[config.mk]
export PLATFORM = sky130hd
export DESIGN_NAME = sipo_deser
export DESIGN_NICKNAME = d
export VERILOG_FILES = /design/src/rtl/sipo_deser.sv
export SDC_FILE = /design/constraint.sdc
export NUM_CORES = 1
export LEC_CHECK = 0
export ABC_AREA = 1
export CORE_MARGIN = 2
export CORE_UTILIZATION = 51
export DETAILED_ROUTE_END_ITERATION = 8
export PLACE_DENSITY = 0.88
export RECOVER_POWER = 100
export SYNTH_ARGS = -nofsm -noshare
export SYNTH_HDL_FRONTEND = slang
export SYNTH_SLANG_ARGS = --single-unit
[constraint.sdc]
create_clock -name clk -period 1.85 [get_ports clk]
set_input_delay 0.37 -clock clk [delete_from_list [all_inputs] [get_ports clk]]
set_output_delay 0.37 -clock clk [all_outputs]
set_load 0.05 [all_outputs]
[src/rtl/sipo_deser.sv]
// Serial-in/parallel-out deserialiser with valid/ready handshakes on both sides.
// Serial bits are collected into a DATA_W-bit word. The word is presented on a
// registered parallel output. If the output slot is still occupied when a word
// completes, the block parks that word in HOLD until the consumer frees the slot.
module sipo_deser #(
    parameter int unsigned DATA_W    = 8,
    parameter bit          MSB_FIRST = 1'b1,
    parameter int unsigned CNT_W     = 16
) (
    input  logic                      clk,
    input  logic                      arst_n,
    input  logic                      clear,
    input  logic                      s_valid,
    input  logic                      s_data,
    output logic                      s_ready,
    output logic                      m_valid,
    output logic [DATA_W-1:0]         m_data,
    input  logic                      m_ready,
    output logic [$clog2(DATA_W)-1:0] bit_cnt,
    output logic [CNT_W-1:0]          word_cnt
);

    localparam int unsigned       BW   = $clog2(DATA_W);
    localparam logic [BW-1:0]     LAST = BW'(DATA_W - 1);

    typedef enum logic {
        COLLECT = 1'b0,
        HOLD    = 1'b1
    } state_e;

    state_e              state_q, state_d;
    logic [DATA_W-1:0]   shift_q, shift_d;
    logic [BW-1:0]       bit_cnt_q, bit_cnt_d;
    logic                m_valid_q, m_valid_d;
    logic [DATA_W-1:0]   m_data_q, m_data_d;
    logic [CNT_W-1:0]    word_cnt_q, word_cnt_d;

    logic                accept;
    logic                slot_free;
    logic [DATA_W-1:0]   shifted;

    // Handshake qualifiers and the shift register value that includes the incoming bit
    always_comb begin
        s_ready   = arst_n && !clear && (state_q == COLLECT);
        accept    = s_valid && s_ready;
        slot_free = !m_valid_q || m_ready;
        if (MSB_FIRST) begin
            shifted = {shift_q[DATA_W-2:0], s_data};
        end else begin
            shifted = {s_data, shift_q[DATA_W-1:1]};
        end
    end

    // Next-state logic: collect bits, hand words to the output slot, hold on backpressure
    always_comb begin
        state_d    = state_q;
        shift_d    = shift_q;
        bit_cnt_d  = bit_cnt_q;
        m_valid_d  = m_valid_q;
        m_data_d   = m_data_q;
        word_cnt_d = word_cnt_q;

        // A take empties the slot unless a load below refills it on the same edge
        if (m_valid_q && m_ready) begin
            m_valid_d = 1'b0;
        end

        if (clear) begin
            m_valid_d = 1'b0;
            bit_cnt_d = '0;
            shift_d   = '0;
            state_d   = COLLECT;
        end else if (state_q == HOLD) begin
            if (slot_free) begin
                m_data_d   = shift_q;
                m_valid_d  = 1'b1;
                bit_cnt_d  = '0;
                word_cnt_d = word_cnt_q + 1'b1;
                state_d    = COLLECT;
            end
        end else if (accept) begin
            if (bit_cnt_q != LAST) begin
                shift_d   = shifted;
                bit_cnt_d = bit_cnt_q + 1'b1;
            end else if (slot_free) begin
                m_data_d   = shifted;
                m_valid_d  = 1'b1;
                bit_cnt_d  = '0;
                word_cnt_d = word_cnt_q + 1'b1;
            end else begin
                // Completed word waits in the shift register; bit_cnt stays at LAST
                shift_d = shifted;
                state_d = HOLD;
            end
        end
    end

    // State registers with synchronous active-low reset
    always_ff @(posedge clk) begin
        if (!arst_n) begin
            state_q    <= COLLECT;
            shift_q    <= '0;
            bit_cnt_q  <= '0;
            m_valid_q  <= 1'b0;
            m_data_q   <= '0;
            word_cnt_q <= '0;
        end else begin
            state_q    <= state_d;
            shift_q    <= shift_d;
            bit_cnt_q  <= bit_cnt_d;
            m_valid_q  <= m_valid_d;
            m_data_q   <= m_data_d;
            word_cnt_q <= word_cnt_d;
        end
    end

    assign m_valid  = m_valid_q;
    assign m_data   = m_data_q;
    assign bit_cnt  = bit_cnt_q;
    assign word_cnt = word_cnt_q;

endmodule

; ---- Yosys cells after proc, flatten, opt, wreduce, memory -nomap -nowiden
; Index checks and enable logic that the tools add are counted.
[totals]
elab_cells = 50
output_inout_bits = 29
ff_bits = 37
input_bits = 6
[classes]
n_eq_ne = 3
bitwise_logic = 3
n_reduce_logical = 12
addsub = 2
mux = 24
[op_table]
columns = op, count
row1 = 2-to-1 mux 16 bit, 4
row2 = 2-to-1 mux 8 bit, 7
row3 = "adder 16 x 1 -> 16 bit, second input constant", 1
row4 = 2-to-1 mux 3 bit, 4
row5 = 2-to-1 mux 1 bit, 9
row6 = AND reduction 3 bit, 2
row7 = logical AND 1 bit, 4
row8 = AND reduction 4 bit, 1
row9 = "adder 3 x 1 -> 3 bit, second input constant", 1
row10 = "inequality test 3 bit, second input constant", 1
row11 = NOT 1 bit, 3
row12 = logical NOT 1 bit, 2
row13 = "inequality test 2 x 1 -> 1 bit, second input constant", 1
row14 = "inequality test 2 bit, second input constant", 1
row15 = nonzero test 2 bit, 1
row16 = OR reduction 2 bit, 1
row17 = logical OR 1 bit, 1

; ---- Logic depth before layout (Yosys ltp)
[logic_depth]
word_depth = 6
depth_mapped = 9

; ---- Worst setup path after synthesis
; OpenSTA, ideal clock, no wires.
[synth_path]
path_type = input to register
from = input port clear
to = register shift_q[5]
path_stages = 7
arrival_time_ps = 1874
setup_slack_ps = -94
path_cell_list = inv_2 -> nand2_2 -> nor2_1 -> nand3_2 -> inv_2 -> nand2_1 -> a21oi_1
[synth_via]
elab_chain_cells = 5
word_cells_on_any_way = 6
[synth_rtl]
columns = element, line
row1 = "start, declared", 12  ; input logic clear,
row2 = logical NOT 1 bit, 44  ; s_ready = arst_n && !clear && (state_q == COLLECT);
row3 = logical AND 1 bit (2 in series), 44
row4 = via s_ready, 15  ; output logic s_ready,
row5 = logical AND 1 bit, 45  ; accept = s_valid && s_ready;
row6 = AND reduction 3 bit (no source line), -
row7 = "end signal, assigned", 109  ; shift_q <= shift_d;
row8 = "end, declared", 32  ; logic [DATA_W-1:0] shift_q, shift_d;
; The timed path passes the listed nets, and every way through them passes these cells.
; A chain may end at the register's enable or synchronous reset.

; ---- Final worst setup path
[layout_path]
from = input port arst_n
to = output port s_ready
[layout_via]
elab_chain_cells = 2
[layout_rtl]
columns = element, line
row1 = "start, declared", 11  ; input logic arst_n,
row2 = logical AND 1 bit (2 in series), 44
row3 = "end, declared", 15
; No other way between the ends.

==> metrics.txt <==
# TYPE chip_impl_metric gauge
chip_impl_info{name="worstHoldPathType",value="flip-flop to flip-flop"} 1
chip_impl_metric{name="first_pass_iters",unit=""} 4
chip_impl_info{name="worst_setup_path_start",value="arst_n"} 1
chip_impl_metric{name="maximum_clock_frequency",unit="MHz"} 569
chip_impl_metric{name="drive_above_1_share",unit="%"} 7.94
chip_impl_info{name="worstSetupPathType",value="input pin to output port"} 1
chip_impl_metric{name="max-clock-path-buffers",unit=""} 2
chip_impl_info{name="postSynth.topFlopCell",value="dfxtp_1"} 1
chip_impl_metric{name="drc_errors",unit=""} 0
chip_impl_metric{name="via_total_after_detailed_routing",unit=""} 1750
chip_impl_info{name="tritoncts",value="done"} 1
chip_impl_info{name="most-common-layout-cells",value="nand2_1, nor2_1, dfxtp_1"} 1
chip_impl_metric{name="post_cts_hold_buffer_count",unit=""} 0
chip_impl_metric{name="post_cts_buffers",unit=""} 0
chip_impl_info{name="setup_repair_after_global_routing_missed_its_margin",value="no"} 1
chip_impl_metric{name="power-per-cell-area",unit="nW/um2"} 607
chip_impl_metric{name="filler_free_cell_count_of_the_finished_design",unit=""} 361
chip_impl_metric{name="clkTransAtPathRegs",unit="ns"} 0.10
chip_impl_metric{name="final-hold-violation-count",unit=""} 0
chip_impl_metric{name="timing.max_cap.violations",unit=""} 0
chip_impl_metric{name="ctsHtreeMaxLevel",unit=""} 2
chip_impl_metric{name="synth.distinct_cells",unit=""} 24
chip_impl_metric{name="post_drt_via_cell_ratio",unit=""} 4.85
chip_impl_metric{name="clk_sink_count",unit=""} 37
chip_impl_metric{name="dieArea",unit="um2"} 4000
chip_impl_metric{name="initial_core_util",unit="%"} 53.3
chip_impl_metric{name="yosys_register_bits",unit=""} 37
chip_impl_metric{name="grt_pass1_wl",unit="mm"} 6.24
chip_impl_metric{name="numCtsBuffers",unit=""} 5
chip_impl_metric{name="leakagePower",unit="nW"} 0.835
chip_impl_metric{name="antenna_cells_inserted",unit=""} 0
chip_impl_metric{name="slew_headroom",unit="%"} 60.2
chip_impl_metric{name="setup_viol_count_final",unit=""} 0
chip_impl_metric{name="synth_async_sr_flop_share",unit="%"} 0
chip_impl_metric{name="slew_violations",unit=""} 0
chip_impl_metric{name="die_width",unit="um"} 63.3
chip_impl_metric{name="synth_cells",unit=""} 268
chip_impl_info{name="worstSetupEndpointType",value="output port"} 1
chip_impl_metric{name="number_of_rows_in_the_core_area",unit=""} 21
chip_impl_metric{name="final.setup_skew",unit="ns"} 0.00334
chip_impl_metric{name="placedCellCount",unit=""} 353
chip_impl_metric{name="total_routing_resource_utilization_after_global_routing",unit="%"} 19.3
chip_impl_metric{name="mappedNetlistNets",unit=""} 278
chip_impl_metric{name="dp.final_hpwl",unit="mm"} 2.70
chip_impl_metric{name="synth-edff-count",unit=""} 0
chip_impl_metric{name="via_count_of_the_first_global_routing_pass",unit=""} 1453
chip_impl_metric{name="worst-endpoint-arrival",unit="ns"} 1.39
chip_impl_metric{name="peakVddDrop",unit="mV"} 0.386
chip_impl_metric{name="antenna_violating_nets_post_route",unit=""} 0
chip_impl_metric{name="die_height",unit="um"} 63.3
chip_impl_metric{name="io-pin-count",unit=""} 35
chip_impl_metric{name="core_area",unit="um2"} 3360
chip_impl_metric{name="gp_routability_congestion",unit=""} 0.838
chip_impl_metric{name="sequential_area_share_after_synthesis",unit="%"} 41.3
chip_impl_metric{name="wl",unit="mm"} 3.60
chip_impl_metric{name="grt_antenna_before_repair",unit=""} 0
chip_impl_metric{name="layout.nets",unit=""} 324
chip_impl_metric{name="synth.avg_cell_area",unit="um2"} 6.69
chip_impl_info{name="crit-reg2reg-launch",value="bit_cnt[0]$_SDFFE_PP0P_"} 1
chip_impl_metric{name="ys_warn_count",unit=""} 0
chip_impl_metric{name="syn_std_cell_area",unit="um2"} 1790
chip_impl_metric{name="final.period_utilization",unit="%"} 95.1
chip_impl_metric{name="finalWorstPathRequiredPeriod",unit="ns"} 1.76
chip_impl_metric{name="worst-path-max-fanout",unit=""} 4
chip_impl_info{name="mostFrequentLayoutCell",value="nand2_1"} 1
chip_impl_metric{name="clk_latency",unit="ns"} 0.33
chip_impl_info{name="clk_root_buffer_cell",value="clkbuf_4"} 1
chip_impl_metric{name="io_buffer_count",unit=""} 34
chip_impl_metric{name="drt-initial-drc-count",unit=""} 86
chip_impl_metric{name="cts_repair_resize_count",unit=""} 2
chip_impl_metric{name="max_slew.worst_pin.slew",unit="ns"} 0.599
chip_impl_metric{name="grt_start_max_net_pins",unit=""} 16
chip_impl_metric{name="power.total",unit="mW"} 1.28
chip_impl_metric{name="area_growth_syn_to_layout",unit="%"} 17.4
chip_impl_metric{name="grt.overflow.total",unit=""} 0
chip_impl_metric{name="wl_per_cell",unit="um"} 9.96
chip_impl_metric{name="cp_data_required_time",unit="ns"} 1.48
chip_impl_info{name="worstSetupStartpointType",value="input pin"} 1
chip_impl_info{name="status",value="finished clean"} 1
chip_impl_info{name="hp-start",value="m_data[2]$_SDFFE_PN0P_"} 1
==> cells by family (layout without fill, tap and decap cells) <==
logic type | count (synthesis) | after routing | synth area share, %
buf+inv | 23 | 70 | 5.31
fa+ha+maj | 4 | 4 | 2.79
xor+xnor | 4 | 4 | 1.96
compound gates | 36 | 36 | 11.0
simple gates | 164 | 164 | 37.6
flops | 37 | 37 | 41.3
==> Yosys cell counts, types with 2 or more instances <==
library cell   n  area, um2
dfxtp_1       37        741
nand3_1       17       85.1
ha_1           4       50.1
nand2_1       92        345
inv_1         14       52.6
xnor2_1        3       26.3
o21ai_0        9       45.0
nand2_2        2       12.5
a21oi_1       25        125
inv_2          3       11.3
nor2_1        47        176
clkbuf_1       3       11.3
==> power by group <==
part / internal (mW) / total, mW / switching [mW] / leakage, nW
combinational: 0.0287 / 0.0740 / 0.0453 / 0.509
sequential: 0.800 / 0.803 / 0.00348 / 0.299
clock: 0.152 / 0.400 / 0.249 / 0.0265
total: 0.980 / 1.28 / 0.298 / 0.835
==> metal layers <==
| metal | global-route usage, % | vias to the layer above | share of wire, % |
|---|---|---|---|
| li1 | - | 948 | - |
| met1 | 25.1 | 764 | 48 |
| met2 | 30.3 | 31 | 45 |
| met3 | 5.71 | 7 | 4.8 |
| met4 | 7.07 | 0 | 1.3 |
| met5 | 0 | - | 0 |
==> area by class of cell <==
type | count | area, um2
Clock buffer | 8 | 48.8
Sequential cell | 37 | 743
Fill cell | 360 | 1260
Timing Repair Buffer | 44 | 246
Inverter | 18 | 67.6
Tap cell | 46 | 57.6
Multi-Input combinational cell | 208 | 940
==> sequential cells by signal (all words and copies together) (netlist names) <==
register / count
m_data: 8
m_valid: 1
state_q: 1
shift_q: 8
word_cnt: 16
bit_cnt: 3
==> worst max-delay path, stage by stage <==
cell             delay (ns)
clkdlybuf4s50_1        0.51
nand2_1                0.13
nor2_2                 0.13
clkbuf_4               0.25
==> through the flow <==
step | setup TNS, ns | util [%] | area (um2) | hold WS [ns] | worst slack, ns
floorplan | 0 | - | 1800 | 0.446 | 0.0922
global placement | -0.0495 | 65.1 | 2190 | 0.453 | -0.0146
detailed placement | -0.142 | 65.1 | 2190 | 0.458 | -0.0343
CTS | 0 | 66.5 | 2240 | 0.473 | 0.00114
global route | 0 | 62.5 | 2100 | 0.492 | 0.0246
finish | 0 | 62.5 | 2100 | 0.470 | 0.0912
==> worst paths after layout <==
check / slack [ns] / end / cells past startpoint
hold / removal: 0.47 / m_data[2]$_SDFFE_PN0P_ / 2
setup reg to reg: 0.21 / m_data[6]$_SDFFE_PN0P_ / 8
setup / recovery: 0.09 / s_ready / 4
hold reg to reg: 0.47 / m_data[2]$_SDFFE_PN0P_ / 2
(Power assumes the default switching activity.)
